--- config.mk ---
export PLATFORM = sky130hd
export DESIGN_NAME = acc_core_mc
export DESIGN_NICKNAME = d
export VERILOG_FILES = /design/src/rtl/acc_core_mc.sv
export SDC_FILE = /design/constraint.sdc
export NUM_CORES = 1
export LEC_CHECK = 0
export CORE_ASPECT_RATIO = 0.9
export CORE_MARGIN = 2
export CORE_UTILIZATION = 49
export CTS_CLUSTER_SIZE = 20
export DETAILED_ROUTE_END_ITERATION = 7
export HOLD_SLACK_MARGIN = 0.12
export PLACE_DENSITY_LB_ADDON = 0.15
export SYNTH_ARGS = -nofsm -noshare
export SYNTH_HDL_FRONTEND = slang
export SYNTH_SLANG_ARGS = --single-unit
--- constraint.sdc ---
create_clock -name clk -period 3.8 [get_ports clk]
set_input_delay 0.76 -clock clk [delete_from_list [all_inputs] [get_ports clk]]
set_output_delay 0.76 -clock clk [all_outputs]
set_load 0.01 [all_outputs]
--- src/rtl/acc_core_mc.sv ---
// rtl/acc_core_mc.sv - multi-cycle accumulator core, 9-bit instructions, req/ack data memory
// Optional retired-instruction counter: define ACC_CORE_PERF_CNT_EN to add the perf_instr port.
module acc_core_mc #(
    parameter int DW   = 8,
    parameter int PW   = 12,
    parameter int NREG = 16,
    parameter int LUTW = 5
) (
    input  logic            clk,
    input  logic            reset_n,
    input  logic            start,
    output logic [PW-1:0]   imem_addr,
    input  logic [8:0]      imem_data,
    output logic [LUTW-1:0] lut_idx,
    input  logic [PW-1:0]   lut_target,
    output logic            dmem_req,
    output logic            dmem_we,
    output logic [DW-1:0]   dmem_addr,
    output logic [DW-1:0]   dmem_wdata,
    input  logic [DW-1:0]   dmem_rdata,
    input  logic            dmem_ack,
    output logic [PW-1:0]   pc,
    output logic            done
`ifdef ACC_CORE_PERF_CNT_EN
    ,
    output logic [31:0]     perf_instr
`endif
);

    typedef enum logic [2:0] {IDLE, FETCH, EXEC, MEM, HALT} state_t;

    localparam logic [3:0] OP_ADD  = 4'h1, OP_SUB  = 4'h2, OP_AND = 4'h3, OP_OR   = 4'h4;
    localparam logic [3:0] OP_XOR  = 4'h5, OP_SHL  = 4'h6, OP_LI  = 4'h7, OP_MOVF = 4'h8;
    localparam logic [3:0] OP_MOVT = 4'h9, OP_LD   = 4'hA, OP_ST  = 4'hB, OP_CMP  = 4'hC;
    localparam logic [3:0] OP_BRF  = 4'hD, OP_JMP  = 4'hE, OP_HALT = 4'hF;

    state_t          state;
    logic [8:0]      instr;
    logic [DW-1:0]   regs [NREG];
    logic            flag;

    logic [3:0]      op;
    logic [3:0]      rn_idx;
    logic            rn_ok;
    logic [DW-1:0]   imm;
    logic [DW-1:0]   r0;
    logic [DW-1:0]   rn_val;
    logic [DW:0]     sum;
    logic [DW:0]     diff;
    logic [PW-1:0]   pc_inc;

    assign op     = instr[8:5];
    assign rn_idx = instr[4:1];
    assign rn_ok  = int'(rn_idx) < NREG;
    assign imm    = DW'(instr[4:0]);
    assign r0     = regs[0];
    assign sum    = {1'b0, r0} + {1'b0, rn_val};
    assign diff   = {1'b0, r0} - {1'b0, rn_val};
    assign pc_inc = pc + PW'(1);

    always_comb begin
        rn_val = '0;
        if (rn_ok)
            rn_val = regs[rn_idx];
    end

    assign imem_addr  = pc;
    assign lut_idx    = instr[LUTW-1:0];
    assign dmem_addr  = rn_val;
    assign dmem_wdata = r0;

    always_ff @(posedge clk or negedge reset_n) begin
        if (!reset_n) begin
            state    <= IDLE;
            pc       <= '0;
            instr    <= '0;
            flag     <= 1'b0;
            done     <= 1'b0;
            dmem_req <= 1'b0;
            dmem_we  <= 1'b0;
            for (int i = 0; i < NREG; i++)
                regs[i] <= '0;
        end else begin
            case (state)
                IDLE: if (start) begin
                    pc    <= '0;
                    state <= FETCH;
                end
                FETCH: begin
                    instr <= imem_data;
                    state <= EXEC;
                end
                EXEC: begin
                    state <= FETCH;
                    pc    <= pc_inc;
                    case (op)
                        OP_ADD:  begin regs[0] <= sum[DW-1:0];  flag <= sum[DW];  end
                        OP_SUB:  begin regs[0] <= diff[DW-1:0]; flag <= diff[DW]; end
                        OP_AND:  regs[0] <= r0 & rn_val;
                        OP_OR:   regs[0] <= r0 | rn_val;
                        OP_XOR:  regs[0] <= r0 ^ rn_val;
                        OP_SHL:  begin regs[0] <= {r0[DW-2:0], 1'b0}; flag <= r0[DW-1]; end
                        OP_LI:   regs[0] <= imm;
                        OP_MOVF: if (rn_ok) regs[rn_idx] <= r0;
                        OP_MOVT: regs[0] <= rn_val;
                        OP_LD, OP_ST: begin
                            // pc advances only once the memory acknowledges
                            pc       <= pc;
                            state    <= MEM;
                            dmem_req <= 1'b1;
                            dmem_we  <= (op == OP_ST);
                        end
                        OP_CMP:  flag <= (r0 == rn_val);
                        OP_BRF:  pc <= flag ? lut_target : pc_inc;
                        OP_JMP:  pc <= lut_target;
                        OP_HALT: begin
                            pc    <= pc;
                            state <= HALT;
                            done  <= 1'b1;
                        end
                        default: ;
                    endcase
                end
                MEM: if (dmem_ack) begin
                    if (!dmem_we)
                        regs[0] <= dmem_rdata;
                    dmem_req <= 1'b0;
                    dmem_we  <= 1'b0;
                    pc       <= pc_inc;
                    state    <= FETCH;
                end
                HALT: if (start) begin
                    pc    <= '0;
                    done  <= 1'b0;
                    state <= FETCH;
                end
                default: state <= IDLE;
            endcase
        end
    end

`ifdef ACC_CORE_PERF_CNT_EN
    logic retire;
    logic restart;

    assign retire  = (state == EXEC && op != OP_LD && op != OP_ST) || (state == MEM && dmem_ack);
    assign restart = start && (state == IDLE || state == HALT);

    always_ff @(posedge clk or negedge reset_n) begin
        if (!reset_n)
            perf_instr <= '0;
        else if (restart)
            perf_instr <= '0;
        else if (retire && perf_instr != '1)
            perf_instr <= perf_instr + 32'd1;
    end
`endif

endmodule

**After elaboration in Yosys (flattened, before gate mapping)**

Index checks and enable logic that the tools add are counted.

- Bits in registers: 156
- Output and inout bits: 48
- Logic and storage cells: 104
- Bits of input ports: 33

- Add/subtract/negate cells: 3
- Mux-type cells: 28
- Equal/unequal tests: 28
- Reduce and logical (&&, ||, !) cells: 16
- Bitwise operators: 4
- $lt $le $gt $ge: 2

Operators with widths:

| kind | count |
|---|---|
| $bwmux W128 | 1 |
| $pmux W12 S3 | 2 |
| $pmux W8 S9 | 1 |
| $mux W8 | 5 |
| $mux W12 | 3 |
| $bmux W8 S4 | 1 |
| $demux W8 S4 | 1 |
| $eq A4 B4 Y1 const B | 8 |
| $eq A4 B3 Y1 const B | 4 |
| $pmux W8 S2 | 1 |
| $add A12 B1 Y12 const B | 1 |
| $pmux W3 S4 | 1 |
| $ne A10 B1 Y1 const B | 1 |
| $add A8 B8 Y9 | 1 |
| $sub A8 B8 Y9 | 1 |
| $and A8 B8 Y8 | 1 |
| $eq A4 B2 Y1 const B | 2 |
| $eq A8 B8 Y1 | 1 |
| $ne A2 B2 Y1 const B | 4 |
| $or A8 B8 Y8 | 1 |
| $reduce_and A4 Y1 | 2 |
| $xor A8 B8 Y8 | 1 |
| $eq A3 B2 Y1 const B | 2 |
| $mux W3 | 2 |
| other kinds (20) | 33 |

**Depth between registers and ports, before layout**

Gate-level depths: netlist (run 1).

- Word-level depth: 8
- Gate-level depth with buffers: 13
- Gate-level depth less buffers: 11

**Worst setup path before layout (run 1)**

OpenSTA, ideal clock, no wires.

- Path kind: flip-flop to flip-flop
- Start: register instr[1]
- End: register regs (netlist bit dmem_wdata[7])
- Arrival time: 3.369 ns
- Period minus slack after synthesis: 3.451 ns
- Slack: 0.349 ns
- Cell stages (with the launch flop): 14
- Setup time: 0.082 ns
- Path buffers: 3
- Data required time: 3.718 ns
- Path through: dfrtp_1 -> buf_6 -> buf_6 -> mux4_2 -> mux4_2 -> inv_1 -> ha_1 -> clkbuf_1 -> and3_1 -> a221o_1 -> o41ai_1 -> xnor2_1 -> nand2_1 -> a31oi_1

- Elaborated cells between the ends (all ways): 17
- Classes of those cells: add/sub (2); order compare (2); mux (8); bitwise (4); reduce/logical (1)

RTL lines:

| item | RTL line | text |
|---|---|---|
| from (decl) | 38 | `logic [8:0] instr;` |
| from (signal assigned) | 90 | `instr <= imem_data;` |
| $not A4 Y5 (implied by the code) * | 64 | `rn_val = regs[rn_idx];` |
| $bmux W8 S4 * | 64 |  |
| $mux W8 (implied by the code) * (2 in series) | 64 |  |
| named net dmem_addr[3] | 18 | `output logic [DW-1:0] dmem_addr,` |
| $sub A8 B8 Y9 or $add A8 B8 Y9 (tied branches) | 58, 57 |  |
| $pmux W8 S9 * | 96 | `case (op)` |
| $pmux W8 S2 * | 84 | `case (state)` |
| to (signal, indexed assignment) | 104 | `OP_MOVF: if (rn_ok) regs[rn_idx] <= r0;` |
| to (decl) | 39 | `logic [DW-1:0] regs [NREG];` |

Mark *: on every way through the listed nets, which the timed path passes. The rest lies on a longest branch. The select of a mux whose other input is x is not followed.
A chain may end at the register's enable or synchronous reset.

**Worst setup path after layout (run 1)**

- Start: register instr[1]
- End: output port dmem_addr[7]

- Word-level cells in the longest chain between the ends: 4

RTL lines:

| item | RTL line |
|---|---|
| $not A4 Y5 (implied by the code) | 64 |
| $bmux W8 S4 | 64 |
| $mux W8 (implied by the code) (2 in series) | 64 |
| to (decl) | 18 |

No other way between the ends. The select of a mux whose other input is x is not followed.

==> results.toml, run 1 <==
[worst_setup_path]
r2r-start = "instr[1]"
crit_path_end_kind = "output pin"
worstPathRequired_ps = 3040
crit_start = "instr[1]"
critPathMaxFanout = 20
arrival_ps = 2880
worstSetupPathType = "reg -> out"
critPathLaunchType = "flop"

[drt]
via_per_inst = 6.12
wl_microns = 25400
drc = 0
drt_iter0_drc = 477
detail_route.wl_per_cell_microns = 22.4
dr_total_vias = 6933
ant_nets = 0
drt_first_pass_iters = 5

[yosys]
seq_area_frac_synth_pct = 43.1
ys.flop_type = "dfrtp_1"
netlist_instances = 825
yosys_warnings = 0
syn_avg_cell_area_sq_um = 11.0
synth_top_area_cell = "dfrtp_1"
ys_seq_elements = 156
yosys-top-cells-area = "dfrtp_1 (43%), mux2_2 (13%), mux4_2 (9.0%)"
yosys-top-cells-count = "dfrtp_1 (156), mux2_2 (101), o21ai_0 (67)"
synth_nets = 885
synth_edf_count = 0
async_reset_ff_share_pct = 100
synth_top_area_share_pct = 43.1
yosysMostFrequentCell = "dfrtp_1"
syn_area_sq_um = 9050
synth_cell_types = 66

[cts]
htreeDepth = 4
clk_latency_ps = 440
cts_made_buffers = 17
cts_tree = "built"
cts_buffer_depth = 2
cts.sinks = 156
clk_pin_slew_ps = 70
ctsHoldBuffers = 0
cts_root_buf = "clkbuf_16"

[placed_design]
io_buffer_count = 80
dpl.hpwl_microns = 17500
place_congestion = 0.980

[layout]
drive_gt1_share_pct = 24.7
multiInputGateArea_sq_um = 4620
area_growth_pct = 17.2
fillCellCount = 1521
num-nets-final = 935
antennaDiodeCount = 0
ff_latch_area_sq_um = 3910

[sta]
relSlewSlack_pct = 31.7
fmax_mhz = 275
setup_viol = 0
hold_viol = 0
max_slew.worst_pin.slew_ps = 1020
final.setup.tns_ps = 0
rsz0062_at_grt = "false"
skew_ps = 8.52
drv_slew = 0
post-route-min-period_ps = 3640
finalCritPeriodShare_pct = 95.8

[pwr]
swShare_pct = 42.4
seq_power_share_pct = 29.8
p_int_uw = 5050
power.total_uw = 8760
p_clk_share_pct = 20.8
p_switching_uw = 3710
p_comb_share_pct = 49.4
peakVddDrop_mv = 0.506
leakagePower_uw = 0.00467
powerDensity_nw_per_um2 = 826

[floorplan]
rows = 47
start_util_pct = 49.6
fp.dieH_microns = 133
io_pins = 81
die_x_microns = 147
fp.dieArea_sq_um = 19600
core_sq_um = 18200

[global_route]
grt_util_met3_pct = 6.86
top_usage_layer = "met2"
grtUsageMet2_pct = 41.3
grt_max_degree = 83
grt_pass1_wl_microns = 40200
grt_pass1_vias = 7025
grtUsageMet1_pct = 38.2
grt_usage_pct = 27.0
antenna_found_initial = 0
grt_overflow_total = 0

[run_status]
status = "finished clean"

[min_path]
hp-class = "in -> async"

[job]
maxCapViolCount = 0
-- worst max-delay path, cell delays in order (launching register included) --
cell             delay, ps
dfrtp_2                430
buf_6                  290
mux4_2                 550
mux2_2                 300
a21oi_1                150
buf_4                  160
inv_1                   80
clkdlybuf4s50_1        490
-- what timing repair did --
item                       in CTS  in global routing
buffers inserted                0                  1
pin swaps                       0                  1
gates resized for setup         1                  1
setup endpoints to repair       1                  1
-- placed cells by master (no fill, tap or decap), types with 11 or more instances in the layout --
cell type	n
a21oi_1	35
buf_4	21
clkbuf_16	17
clkdlybuf4s50_1	79
dfrtp_1	155
ha_1	25
inv_1	28
mux2_2	101
mux4_2	36
nand2_1	64
nand3_1	14
nor2_1	44
nor2b_1	11
nor3_1	14
o21ai_0	67
o21ai_1	12
-- power groups by stage --
stage / clock, uW / combinational [uW] / sequential (uW)
3_5_place_dp: 0 / 4250 / 2630
5_1_grt: 1910 / 4680 / 2680
3_3_place_gp: 0 / 4200 / 2610
2_1_floorplan: 0 / 3050 / 2410
4_1_cts: 1840 / 4270 / 2610
6_report: 1820 / 4330 / 2610
-- sequential cells by signal, indices dropped and copies added, names as in the netlist --
name and flops:
flag 1, regs 120, dmem_we 1, dmem_req 1, imem_addr 12, dmem_wdata 8, done 1, instr 9
state 3
-- cells by family (layout without fill, tap and decap cells) --
logic type,after synthesis,in the layout,synth area share (%)
fa+ha+maj,27,27,3.90
xor+xnor,9,9,0.871
mux,144,144,22.3
flops,156,156,43.1
simple gates,205,205,11.7
compound gates,180,180,12.1
buf+inv,104,167,5.99
-- worst paths after layout --
check                           endpoint  depth (start not counted)  slack, ps
max                         dmem_addr[7]                          7        160
min                             regs[65]                          1        320
max reg2reg                dmem_wdata[6]                         12        220
min reg2reg                     regs[94]                          2        480
max in group asynchronous       instr[1]                          2       2550
min in group clk                regs[94]                          2        480
-- per-layer routing --
| metal | part of all wire, % | routed length (microns) |
|---|---|---|
| met3 | 6.6 | 1670 |
| met5 | 0 | 0 |
| met4 | 2.0 | 507 |
| met2 | 46 | 11800 |
| met1 | 45 | 11500 |
-- metrics by stage --
stage	hold WS (ps)	worst slack (ps)	util [%]	area, sq um	cells
floorplan	445	349	-	9050	825
global placement	457	276	54.7	9970	1100
detailed placement	470	155	54.7	9970	1100
CTS	356	79.7	58.1	10600	1132
global route	364	54.7	58.2	10600	1133
finish	321	158	58.2	10600	1133
-- cell type report --
cell class,count,area share (%)
tap,245,2.89
inverter,29,1.03
clock inverter,15,1.82
timing repair buffer,106,9.91
sequential,156,36.8
clock buffer,17,4.01
multi-input combinational,565,43.5
Power figures use the tool's default switching activity.
==> run 2: changes to the inputs <==
==> constraint.sdc (replaced) <==
create_clock -name clk -period 3.8 [get_ports clk]
set_input_delay 0.57 -clock clk [delete_from_list [all_inputs] [get_ports clk]]
set_output_delay 0.57 -clock clk [all_outputs]
set_load 0.01 [all_outputs]
==> run 2 against run 1 <==
Effect of this change: worst setup slack gained 82 ps; worst hold slack lost 150 ps; first-iteration DRC count grew 15%; non-clock buffer count grew 1; highest routed layer unchanged.
==> results.toml, run 2 (synthesized netlist as in run 1, its figures left out) <==
[sta]
hold_viol = 0
max_slew.worst_pin.slew_ps = 1130
rsz0062_at_grt = "false"
setup_viol = 0
relSlewSlack_pct = 24.2
drv_slew = 0
fmax_mhz = 281
final.setup.tns_ps = 0
post-route-min-period_ps = 3560
finalCritPeriodShare_pct = 93.7
skew_ps = 9.98

[pwr]
peakVddDrop_mv = 0.535
leakagePower_uw = 0.00466
powerDensity_nw_per_um2 = 820

[layout]
fillCellCount = 1467
largest_reg_flops = 120
fin_util_pct = 57.9
layout_common_cells = "dfrtp_1 (155), mux2_2 (101), clkdlybuf4s50_1 (79)"
antennaDiodeCount = 0
num-nets-final = 936
area_growth_pct = 16.7
drive_gt1_share_pct = 24.4
final_common_cell = "dfrtp_1"
top_register = "regs"
stdcell_area_sq_um = 10600

[cts]
cts.sinks = 156
clk_pin_slew_ps = 70
cts_made_buffers = 17
htreeDepth = 4
clk_latency_ps = 430
ctsHoldBuffers = 0
post_cts.repair.setup_buffers = 0
cts_buffer_depth = 2
cts_tree = "built"
cts_root_buf = "clkbuf_16"

[global_route]
grt_max_degree = 88
grt_usage_pct = 27.1
grt_pass1_vias = 6911
grt_overflow_total = 0
grt_pass1_wl_microns = 40500
antenna_found_initial = 0

[placed_design]
placed_cell_area_sq_um = 9970
io_buffer_count = 80
place_congestion = 0.974
dpl.hpwl_microns = 17700

[worst_setup_path]
worstPathRequired_ps = 4130
crit_path_end_kind = "flop"
r2r_slack_ps = 240
arrival_ps = 3890
critPathMaxFanout = 19
worstSetupPathType = "reg -> reg"
critPathLaunchType = "flop"

[drt]
dr_total_vias = 6944
wl_microns = 25600
detail_route.wl_per_cell_microns = 22.6
drc = 0
drt_first_pass_iters = 7
ant_nets = 0
via_per_inst = 6.13
drt_iter0_drc = 547

[floorplan]
core_sq_um = 18200
die_x_microns = 147
fp.dieH_microns = 133
rows = 47
start_util_pct = 49.6
io_pins = 81
fp.dieArea_sq_um = 19600

[min_path]
hp-class = "in -> async"

[run_status]
status = "finished clean"

[job]
maxCapViolCount = 0
-- run 2: cell count changes in the layout (fill, tap and decap cells not counted), sizes merged --
cell    previous run  this run
clkinv             2         4
buf               27        28
clkbuf            17        20
inv               39        33
-- run 2: path summary, 6_finish.rpt --
path                            startpoint       endpoint  cells after the start
worst max-delay path              instr[1]  dmem_wdata[6]                     12
worst min-delay path               reset_n       regs[74]                      1
worst max register to register    instr[1]  dmem_wdata[6]                     12
worst min register to register    regs[28]       regs[28]                      2
max in group asynchronous          reset_n       instr[1]                      2
min in group clk                  regs[28]       regs[28]                      2
-- run 2: worst max-delay path, cell delays in order (launching register included) --
cell and delay (ps):
dfrtp_2 390, buf_12 200, mux4_2 520, mux4_2 560
ha_1 270, inv_1 80, fa_1 210, nor2b_1 80
o31a_1 280, o21a_1 190, or3_1 300, a31o_2 240
o221ai_1 140
-- run 2: through the flow --
step / setup WS (ps) / hold WS [ps] / instances / power (uW)
2_1_floorplan: 349 / 274 / 825 / 5450
3_3_place_gp: 322 / 457 / 1102 / 6800
3_5_place_dp: 274 / 471 / 1102 / 6880
4_1_cts: 149 / 243 / 1133 / 8630
5_1_grt: 102 / 244 / 1133 / 9150
6_report: 240 / 169 / 1133 / 8660
-- run 2: repair_timing --
item / CTS / global route
setup endpoints to repair: 0 / 1
gates resized for setup: 0 / 2
endpoints found under the hold margin: 0 / 0
-- run 2: final cells by class --
cell class	count	area (sq um)	share of cell area, %
Clock buffer	20	447	4.23
Multi-Input combinational cell	565	4620	43.7
Sequential cell	156	3910	37.0
Tap cell	245	307	2.90
Timing Repair Buffer	107	1050	9.90
Inverter	29	109	1.03
Clock inverter	11	133	1.26
-- run 2: where the power goes --
part	switching, uW	total [uW]	internal (uW)
Combinational	2460	4390	1930
Sequential	444	2560	2110
Clock	721	1710	993
-- run 2: metal layers --
layer	track usage, %	vias to the layer above	part of all wire [%]
li1	-	3096	-
met1	40.4	3517	46
met2	40.1	292	45
met3	5.69	39	7.3
met4	8.44	0	2.0
met5	0	-	0
